<file path="src/rtl/fpu_sqrt_wb_collect_pkg.sv">
// ---------------------------------------------------------------------------
// fpu_sqrt_wb_collect_pkg
// Shared types and width constants for the sqrt/div writeback collector.
//   wb_entry_t : one buffered result (lane enables, instruction index, opcode,
//                destination/status registers, write enable, data halves).
// ---------------------------------------------------------------------------
package fpu_sqrt_wb_collect_pkg;

    localparam int EN_W    = 4;
    localparam int II_W    = 10;
    localparam int OP_W    = 13;
    localparam int REG_W   = 9;
    localparam int DATAF_W = 84;
    localparam int DATAV_W = 68;

    typedef struct packed {
        logic [EN_W-1:0]    en;
        logic [II_W-1:0]    ii;
        logic [OP_W-1:0]    op;
        logic [REG_W-1:0]   dst_reg;
        logic [REG_W-1:0]   sreg;
        logic               wen;
        logic [DATAF_W-1:0] data_f;
        logic [DATAV_W-1:0] data_v;
    } wb_entry_t;

    localparam int ENTRY_W = $bits(wb_entry_t);

endpackage

</file>
<file path="src/rtl/fpu_sqrt_wb_collect_fifo.sv">
// ---------------------------------------------------------------------------
// fpu_wb_fifo
// Circular buffer of wb_entry_t results with flush.
//   clk, rst      : clock, asynchronous active-low reset
//   flush         : empties the buffer next cycle; push/pop that cycle ignored
//   push/push_data: write one entry (dropped when full unless a pop frees it)
//   pop/pop_data  : pop_data is the head, valid whenever empty=0
//   full, empty   : status from the registered count
//   count         : current number of entries
// ---------------------------------------------------------------------------
module fpu_wb_fifo
    import fpu_sqrt_wb_collect_pkg::*;
#(
    parameter int DEPTH = 4
) (
    input  logic                   clk,
    input  logic                   rst,
    input  logic                   flush,
    input  logic                   push,
    input  wb_entry_t              push_data,
    input  logic                   pop,
    output wb_entry_t              pop_data,
    output logic                   full,
    output logic                   empty,
    output logic [$clog2(DEPTH):0] count
);

    localparam int PTR_W = $clog2(DEPTH);
    localparam int CNT_W = PTR_W + 1;
    localparam logic [CNT_W-1:0] DEPTH_C = CNT_W'(DEPTH);

    logic [PTR_W-1:0] wr_ptr_q, wr_ptr_d;
    logic [PTR_W-1:0] rd_ptr_q, rd_ptr_d;
    logic [CNT_W-1:0] count_q, count_d;
    wb_entry_t        mem_q [DEPTH];
    wb_entry_t        mem_d [DEPTH];
    logic             do_push;
    logic             do_pop;

    assign empty    = (count_q == '0);
    assign full     = (count_q == DEPTH_C);
    assign count    = count_q;
    assign pop_data = mem_q[rd_ptr_q];

    always_comb begin
        do_pop   = pop && !empty && !flush;
        // A pop in the same cycle frees the slot the push lands in.
        do_push  = push && !flush && (!full || do_pop);
        wr_ptr_d = wr_ptr_q;
        rd_ptr_d = rd_ptr_q;
        count_d  = count_q;
        mem_d    = mem_q;
        if (flush) begin
            wr_ptr_d = '0;
            rd_ptr_d = '0;
            count_d  = '0;
        end else begin
            // DEPTH is a power of two, so pointers wrap naturally.
            if (do_push) begin
                mem_d[wr_ptr_q] = push_data;
                wr_ptr_d        = wr_ptr_q + PTR_W'(1);
            end
            if (do_pop) begin
                rd_ptr_d = rd_ptr_q + PTR_W'(1);
            end
            case ({do_push, do_pop})
                2'b10:   count_d = count_q + CNT_W'(1);
                2'b01:   count_d = count_q - CNT_W'(1);
                default: count_d = count_q;
            endcase
        end
    end

    always_ff @(posedge clk or negedge rst) begin
        if (!rst) begin
            wr_ptr_q <= '0;
            rd_ptr_q <= '0;
            count_q  <= '0;
            for (int i = 0; i < DEPTH; i++) begin
                mem_q[i] <= '0;
            end
        end else begin
            wr_ptr_q <= wr_ptr_d;
            rd_ptr_q <= rd_ptr_d;
            count_q  <= count_d;
            for (int i = 0; i < DEPTH; i++) begin
                mem_q[i] <= mem_d[i];
            end
        end
    end

endmodule

</file>
<file path="src/rtl/fpu_sqrt_wb_collect.sv">
// ---------------------------------------------------------------------------
// fpu_sqrt_wb_collect
// Collects sqrt/div results into a small FIFO and writes them back through
// the alternate register-file port whenever the primary writeback leaves the
// port free (slot_busy=0).
//   clk, rst          : clock, asynchronous active-low reset
//   except            : pipeline flush (drops queue and pending writeback)
//   in_*              : incoming result; any nonzero in_en is a push
//   slot_busy         : primary writeback owns the port next cycle
//   pause             : back-pressure, all bits = (occ >= PAUSE_LVL)
//   alten             : copy of wb_en
//   wb_*              : registered writeback, wb_en valid for one cycle
//   occ               : FIFO occupancy
//   ovf               : sticky overflow (push while full, no pop)
// Build option: define FPU_SQRT_WB_BYPASS_EN to send a result straight to the
// wb_ registers when the FIFO is empty and the port is free.
// ---------------------------------------------------------------------------
module fpu_sqrt_wb_collect
    import fpu_sqrt_wb_collect_pkg::*;
#(
    parameter int DEPTH     = 4,
    parameter int PAUSE_LVL = 3
) (
    input  logic                   clk,
    input  logic                   rst,
    input  logic                   except,
    input  logic [EN_W-1:0]        in_en,
    input  logic [II_W-1:0]        in_II,
    input  logic [OP_W-1:0]        in_op,
    input  logic [REG_W-1:0]       in_reg,
    input  logic [REG_W-1:0]       in_sreg,
    input  logic                   in_wen,
    input  logic [DATAF_W-1:0]     in_dataF,
    input  logic [DATAV_W-1:0]     in_dataV,
    input  logic                   slot_busy,
    output logic [EN_W-1:0]        pause,
    output logic [EN_W-1:0]        alten,
    output logic [EN_W-1:0]        wb_en,
    output logic [II_W-1:0]        wb_II,
    output logic [OP_W-1:0]        wb_op,
    output logic [REG_W-1:0]       wb_reg,
    output logic [REG_W-1:0]       wb_sreg,
    output logic                   wb_wen,
    output logic [DATAF_W-1:0]     wb_dataF,
    output logic [DATAV_W-1:0]     wb_dataV,
    output logic [$clog2(DEPTH):0] occ,
    output logic                   ovf
);

    localparam int OCC_W = $clog2(DEPTH) + 1;
    localparam logic [OCC_W-1:0] PAUSE_THR = OCC_W'(PAUSE_LVL);

    wb_entry_t        in_entry;
    wb_entry_t        head;
    wb_entry_t        wb_q, wb_d;
    logic             ovf_q, ovf_d;
    logic             push_req;
    logic             pop_req;
    logic             bypass;
    logic             fifo_push;
    logic             fifo_full;
    logic             fifo_empty;
    logic [OCC_W-1:0] count;

    always_comb begin
        in_entry         = '0;
        in_entry.en      = in_en;
        in_entry.ii      = in_II;
        in_entry.op      = in_op;
        in_entry.dst_reg = in_reg;
        in_entry.sreg    = in_sreg;
        in_entry.wen     = in_wen;
        in_entry.data_f  = in_dataF;
        in_entry.data_v  = in_dataV;
    end

    always_comb begin
        push_req = (in_en != '0) && !except;
        pop_req  = !slot_busy && !fifo_empty && !except;
`ifdef FPU_SQRT_WB_BYPASS_EN
        bypass   = push_req && fifo_empty && !slot_busy;
`else
        bypass   = 1'b0;
`endif
        fifo_push = push_req && !bypass;
        // Full with no pop: the FIFO drops the entry, we only flag it.
        ovf_d     = ovf_q | (fifo_push && fifo_full && !pop_req);

        // Non-enable fields hold when nothing is written back.
        wb_d    = wb_q;
        wb_d.en = '0;
        if (pop_req) begin
            wb_d = head;
        end else if (bypass) begin
            wb_d = in_entry;
        end
    end

    fpu_wb_fifo #(
        .DEPTH (DEPTH)
    ) u_fifo (
        .clk       (clk),
        .rst       (rst),
        .flush     (except),
        .push      (fifo_push),
        .push_data (in_entry),
        .pop       (pop_req),
        .pop_data  (head),
        .full      (fifo_full),
        .empty     (fifo_empty),
        .count     (count)
    );

    always_ff @(posedge clk or negedge rst) begin
        if (!rst) begin
            wb_q  <= '0;
            ovf_q <= 1'b0;
        end else begin
            wb_q  <= wb_d;
            ovf_q <= ovf_d;
        end
    end

    assign wb_en    = wb_q.en;
    assign alten    = wb_q.en;
    assign wb_II    = wb_q.ii;
    assign wb_op    = wb_q.op;
    assign wb_reg   = wb_q.dst_reg;
    assign wb_sreg  = wb_q.sreg;
    assign wb_wen   = wb_q.wen;
    assign wb_dataF = wb_q.data_f;
    assign wb_dataV = wb_q.data_v;
    assign occ      = count;
    assign ovf      = ovf_q;
    // Registered count only, so pause has no combinational input path.
    assign pause    = {EN_W{count >= PAUSE_THR}};

endmodule

</file>
<file path="config.mk">
export PLATFORM = sky130hd
export DESIGN_NAME = fpu_sqrt_wb_collect
export DESIGN_NICKNAME = d
export VERILOG_FILES = /design/src/rtl/fpu_sqrt_wb_collect_pkg.sv /design/src/rtl/fpu_sqrt_wb_collect_fifo.sv /design/src/rtl/fpu_sqrt_wb_collect.sv
export SDC_FILE = /design/constraint.sdc
export NUM_CORES = 1
export LEC_CHECK = 0
export ABC_CLOCK_PERIOD_IN_PS = 3000
export CORE_AREA = 2 2 334 336
export DETAILED_ROUTE_END_ITERATION = 8
export DIE_AREA = 0 0 336 338
export GPL_TIMING_DRIVEN = 0
export SLEW_MARGIN = 20
export SYNTH_ARGS = -nofsm -noshare
export SYNTH_HDL_FRONTEND = slang
export SYNTH_SLANG_ARGS = --single-unit
</file>
<file path="constraint.sdc">
create_clock -name clk -period 3 [get_ports clk]
set_clock_uncertainty 0.15 [all_clocks]
set_input_delay 0.6 -clock clk [delete_from_list [all_inputs] [get_ports clk]]
set_output_delay 0.6 -clock clk [all_outputs]
set_load 0.02 [all_outputs]
</file>
-- Word level (Yosys, flattened, before mapping)
Index checks and enable logic that the tools add are counted.
- add/subtract/negate cells: 4
- bitwise logic cells: 4
- order comparisons: 4
- mux-type cells: 13
- eq/ne operators: 3
- reduce and logical (&&, ||, !) cells: 22
- operators with widths (operator ; number):
    bitwise mux 792 bit ; 1
    2-to-1 mux 198 bit ; 4
    binary-select mux 198 bit (select 2 bit) ; 1
    demux 198 bit (select 2 bit) ; 1
    logical AND 1 bit ; 10
    2-to-1 mux 2 bit ; 4
    >= comparator 3 bit (second input constant) ; 2
    inverter 2 -> 3 bit ; 2
    one-hot mux 3 bit (2 select lines) ; 1
    zero test 1 bit ; 5
    adder 2 x 1 -> 2 bit (second input constant) ; 2
    nonzero test 2 bit ; 2
    nonzero test 4 bit ; 1
    adder 3 x 1 -> 3 bit (second input constant) ; 1
    equality test 3 bit (second input constant) ; 1
    >= comparator 3 x 2 -> 1 bit (second input constant) ; 1
    zero test 3 bit ; 1
    < comparator 3 x 1 -> 1 bit (second input constant) ; 1
    2-to-1 mux 3 bit ; 1
    nonzero test 3 bit ; 1
    subtractor 3 x 1 -> 3 bit (second input constant) ; 1
    equality test 2 x 1 -> 1 bit (second input constant) ; 1
    equality test 2 bit (second input constant) ; 1
    AND reduction 2 bit ; 1
    other kinds (3) ; 3
- register bits after elaboration: 998

-- Depth between registers and ports, before layout
- depth in word-level cells: 11
- mapped depth: 8

-- Cells and area by module
From an unflattened synthesis, not the netlist that was laid out.
- cell total of the unflattened synthesis: 2408
- area, all modules: 43868.3 µm²
- modules (own cells, without submodules) (module ; instances ; cells each ; area an instance (µm²)):
    fpu_wb_fifo ; 1 ; 1975 ; 36327.3
    fpu_sqrt_wb_collect ; 1 ; 433 ; 7541.0

-- Worst setup path after synthesis
No wires, ideal clock.
- path kind: input port to flip-flop
- start: input in_en[1]
- end: register u_fifo.count_q[1] (netlist: u_fifo.count[1])
- path slack: 528 ps
- arrival: 2186 ps
- setup time: 136 ps
- cell stages on the path: 6
- data required time: 2714 ps
- path buffers: 1
- cells stage by stage: or4_1 -> clkbuf_1 -> nor4_1 -> fa_1 -> a32oi_1 -> a21oi_1
- cells in the longest elaborated chain, start to end: 7
- elaborated cells on any way between the ends: 9
- those cells by class: eq/ne: 2; mux: 2; reduce/logical: 5
- ends and longest elaborated chain (what ; RTL line ; RTL):
    start: declaration ; fpu_sqrt_wb_collect.sv:27 ; input logic [EN_W-1:0] in_en,
    nonzero test 4 bit * ; fpu_sqrt_wb_collect.sv:78 ; push_req = (in_en != '0) && !except;
    logical AND 1 bit * ; fpu_sqrt_wb_collect.sv:78 ;
    logical AND 1 bit * (2 in series) ; fpu_sqrt_wb_collect_fifo.sv:48 ; do_push = push && !flush && (!full || do_pop);
    equality test 2 x 1 -> 1 bit or equality test 2 bit (tied branches) ; fpu_sqrt_wb_collect_fifo.sv:66 ; case ({do_push, do_pop})
    one-hot mux 3 bit (2 select lines) ; fpu_sqrt_wb_collect_fifo.sv:66 ;
    2-to-1 mux 3 bit ; fpu_sqrt_wb_collect_fifo.sv:53 ; if (flush) begin
    end signal: assignment ; fpu_sqrt_wb_collect_fifo.sv:85 ; count_q <= count_d;
    end: declaration ; fpu_sqrt_wb_collect_fifo.sv:34 ; logic [CNT_W-1:0] count_q, count_d;
Mark *: on every way between the ends. The rest lies on a longest branch, timed or not.
A chain may end at the register's enable or synchronous reset.

-- Worst setup path after layout
- start: register u_fifo.count_q[2] (netlist: u_fifo.count[2])
- end: output pause[2]
- cells in the longest elaborated chain, start to end: 1
- ends and longest elaborated chain (what ; RTL line ; RTL):
    >= comparator 3 x 2 -> 1 bit ; fpu_sqrt_wb_collect.sv:136 ; assign pause = {EN_W{count >= PAUSE_THR}};
    end: declaration ; fpu_sqrt_wb_collect.sv:36 ; output logic [EN_W-1:0] pause,
Every way passes these cells.

==> summary.txt <==
Timing
  – Slew Limit Headroom: 0.276
  – Fmax: 344 MHz
  – Tightest Pin Transition: 1.09 ns
  – Fin. Hold Viols: about 120
  – Max-slew violations: 0
  – RSZ-0062 raised after global routing: no
  – Clock period minus final worst setup slack: about 2.9 ns
  – TNS Setup: 0 ns
  – WHS: -0.322 ns
  – Final period util: 0.970
  – Endpoints failing setup: 0

Yosys
  – Synthesis-stage register bit count: 998
  – Post-synthesis compound-gate area fraction: 0.00218
  – Largest cells by area after synthesis: dfrtp_1 (57%), mux2_2 (15%), mux2_4 (14%)
  – Cell Area, Synth: about 44000 sq um
  – Area leader, netlist: dfrtp_1
  – Post-synth top area share: 0.573
  – Seq/Total Area, Yosys: 0.573
  – Multiplexer share of the synthesized area: 0.392
  – Largest family of logic cells by synthesized area: multiplexers
  – Fraction of the mapped netlist area in adder cells: 0.00161
  – Post-synth top flop: dfrtp_1
  – Synth Area in XOR/XNOR: 0.00100
  – Async set-reset flop share out of synthesis: 1.00
  – Post-Syn Instances: about 2400
  – Ys Warns: 0
  – Number of flops mapped to enable cells by yosys: 0
  – Simple-gate portion of the synthesized area: 0.00413
  – Post-Syn Nets: 2611
  – Synth cell types: 37
  – Mean Syn Cell Area: 18.1 sq um

Job
  – Max_cap viols: 0

Route
  – Vias: 23200
  – Vias per std cell: approximately 5.1
  – Initial DRC count: 954
  – Pre-antenna DRT Iters: 4
  – Final ANT Viol Nets: 0
  – WL final: 112 mm
  – Wire length per cell: 24.7 um
  – # DRC: 0

Finish
  – Commonest non-fill, non-tap cell in the layout: dfrtp_1
  – Most frequent cells in the layout: dfrtp_1 (996), mux2_2 (581), clkdlybuf4s50_1 (410), mux2_4 (400), mux4_2 (198)
  – Largest register FFs: 792
  – Fin area: 54000 sq um
  – Reg area: 25000 sq um
  – Share of layout cells above drive strength 1: 0.503
  – Fill count: 9067
  – Fin nets: 3142
  – Most flops, register: u_fifo.mem_q
  – Area of the multi-input gates: between 15000 and 20000 sq um
  – Area growth syn-to-layout: 23.7%

Placement
  – Post-detail-place hpwl: 74.4 mm
  – Placed Instance Area: about 50000 sq um
  – I/O Buffers: between 400 and 500
  – Gpl congestion: 0.765

GRT
  – M2 GR Usage: 0.321
  – Met1 Usage GRT: 0.255
  – Largest net degree at the start of global routing: 162
  – Overflow left after global routing: 0
  – First-pass GRT wire length: 169 mm
  – Number of global-route vias before repair: 26500
  – Busiest layer in global routing: met2
  – Met3 usage: 0.0558
  – Initial antenna violation count: 25
  – GRT Resource Usage Total: 0.197

Setup path
  – CP peak stage delay: 0.53 ns
  – Crit. End Element: output port
  – Critical Path Fanout Max: 7
  – Crit path DAT: 2.16 ns
  – WP buf/inv: 3
  – Crit-path leading delay family: buffers and inverters
  – CP max-delay cell: clkdlybuf4s50_1
  – CP startpoint kind: flip-flop
  – Data required, critical path: 2.25 ns
  – Crit-path cells: clkbuf_2 > a21o_4 > buf_4 > clkdlybuf4s50_1
  – Crit Path Class: reg -> out

Status
  – Status: finished with violations
  – Failing checks: negative hold slack

Floorplanning
  – Core Rows: 122
  – Die area: around 110000 sq um
  – Core area: about 110000 sq um
  – Die H: 338 um
  – # IOs: between 400 and 500
  – Die W: about 340 um
  – Initial Utilization: 0.396

Clock network
  – CTS Buf Count: 112
  – CTS tree: yes
  – Clk_lat worst skew: 0.71 ns
  – Clk buf depth: 3
  – Root Driver: clkbuf_16
  – H-tree Lvls: 3
  – Post-CTS Setup Bufs: 0
  – CTS sink count: 998
  – Clk slew on worst S/H paths: approximately 0.060 ns

Power and ir drop
  – Leak: 22.8 nW
  – Power per cell area: 1050 nW/um^2
  – Peak supply drop: 610 uV

Min path
  – Tightest Hold Check Type: in -> async
layout make-up:
class / count / share of cell area
Antenna cell: 8 / 0.000371
Buffer: 163 / 0.0218
Clock buffer: 159 / 0.0614
Clock inverter: 54 / 0.0149
Inverter: 4 / 0.000278
Multi-Input combinational cell: 1238 / 0.324
Sequential cell: 998 / 0.463
Tap cell: 1488 / 0.0345
Timing Repair Buffer: 418 / 0.0799
stage by stage:
| step | cells | power, mW | hold slack, ns | worst slack (ns) | util |
|---|---|---|---|---|---|
| finish | 4530 | 56.5 | -0.322 | 0.0890 | 0.490 |
| global route | 4524 | 59.4 | -0.243 | 0.00619 | 0.490 |
| CTS | 4522 | 57.3 | -0.297 | 0.00480 | 0.490 |
| detailed placement | 4310 | 41.9 | 0.322 | -0.585 | 0.452 |
| global placement | 4303 | 41.1 | 0.315 | -41.11 | 0.451 |
| floorplan | 2404 | 34.7 | 0.154 | 0.528 | - |
where the power goes:
group | total [mW] | switching (mW) | internal (mW)
clock | 15.0 | 5.78 | 9.24
combinational | 18.5 | 7.09 | 11.5
sequential | 22.9 | 3.40 | 19.5
total | 56.5 | 16.3 | 40.2
Yosys cell counts, types with 2 or more instances:
cell type	count
nand3_1	3
o21ai_0	2
clkbuf_1	46
ha_1	4
buf_2	49
a21oi_1	3
buf_4	7
mux2_1	5
inv_1	4
nand2_1	3
mux4_2	198
xnor2_1	5
a21o_1	3
mux2_4	400
mux2_2	581
dfrtp_1	998
and2_1	8
nor2_1	7
buf_6	60
logic make-up after synthesis:
| group | after synthesis |
|---|---|
| multiplexers | 1185 |
| buffers and inverters | 168 |
| AND/OR/NAND/NOR | 30 |
| adder cells (fa/ha/maj) | 5 |
| flip-flops | 998 |
| AO/OA/AOI/OAI | 13 |
| XOR/XNOR | 5 |
metal layers:
layer	share of wire	wire length, um
met1	0.43	47500
met2	0.48	53500
met3	0.065	7230
met4	0.028	3160
met5	0.0020	218
path summary, 6_finish.rpt:
| kind | from | depth (start not counted) | slack [ns] | endpoint |
|---|---|---|---|---|
| worst max-delay path | u_fifo.count[2] | 4 | 0.09 | pause[2] |
| worst min-delay path | rst | 1 | -0.32 | u_fifo.mem_q[413] |
| worst max register to register | u_fifo.count[2] | 7 | 0.13 | wb_dataV[14] |
| worst min register to register | wb_dataF[44] | 1 | 0.34 | wb_dataF[44] |
| max in group asynchronous | rst | 4 | 0.60 | u_fifo.mem_q[80] |
| min in group clk | wb_dataF[44] | 1 | 0.34 | wb_dataF[44] |
timing repair:
| action | in CTS | in global routing |
|---|---|---|
| gates resized for setup | 11 | 8 |
| hold endpoints to repair | 122 | 122 |
| endpoints found under the setup margin | 116 | 16 |
| gates cloned | 0 | 0 |
(Power assumes the default switching activity.)
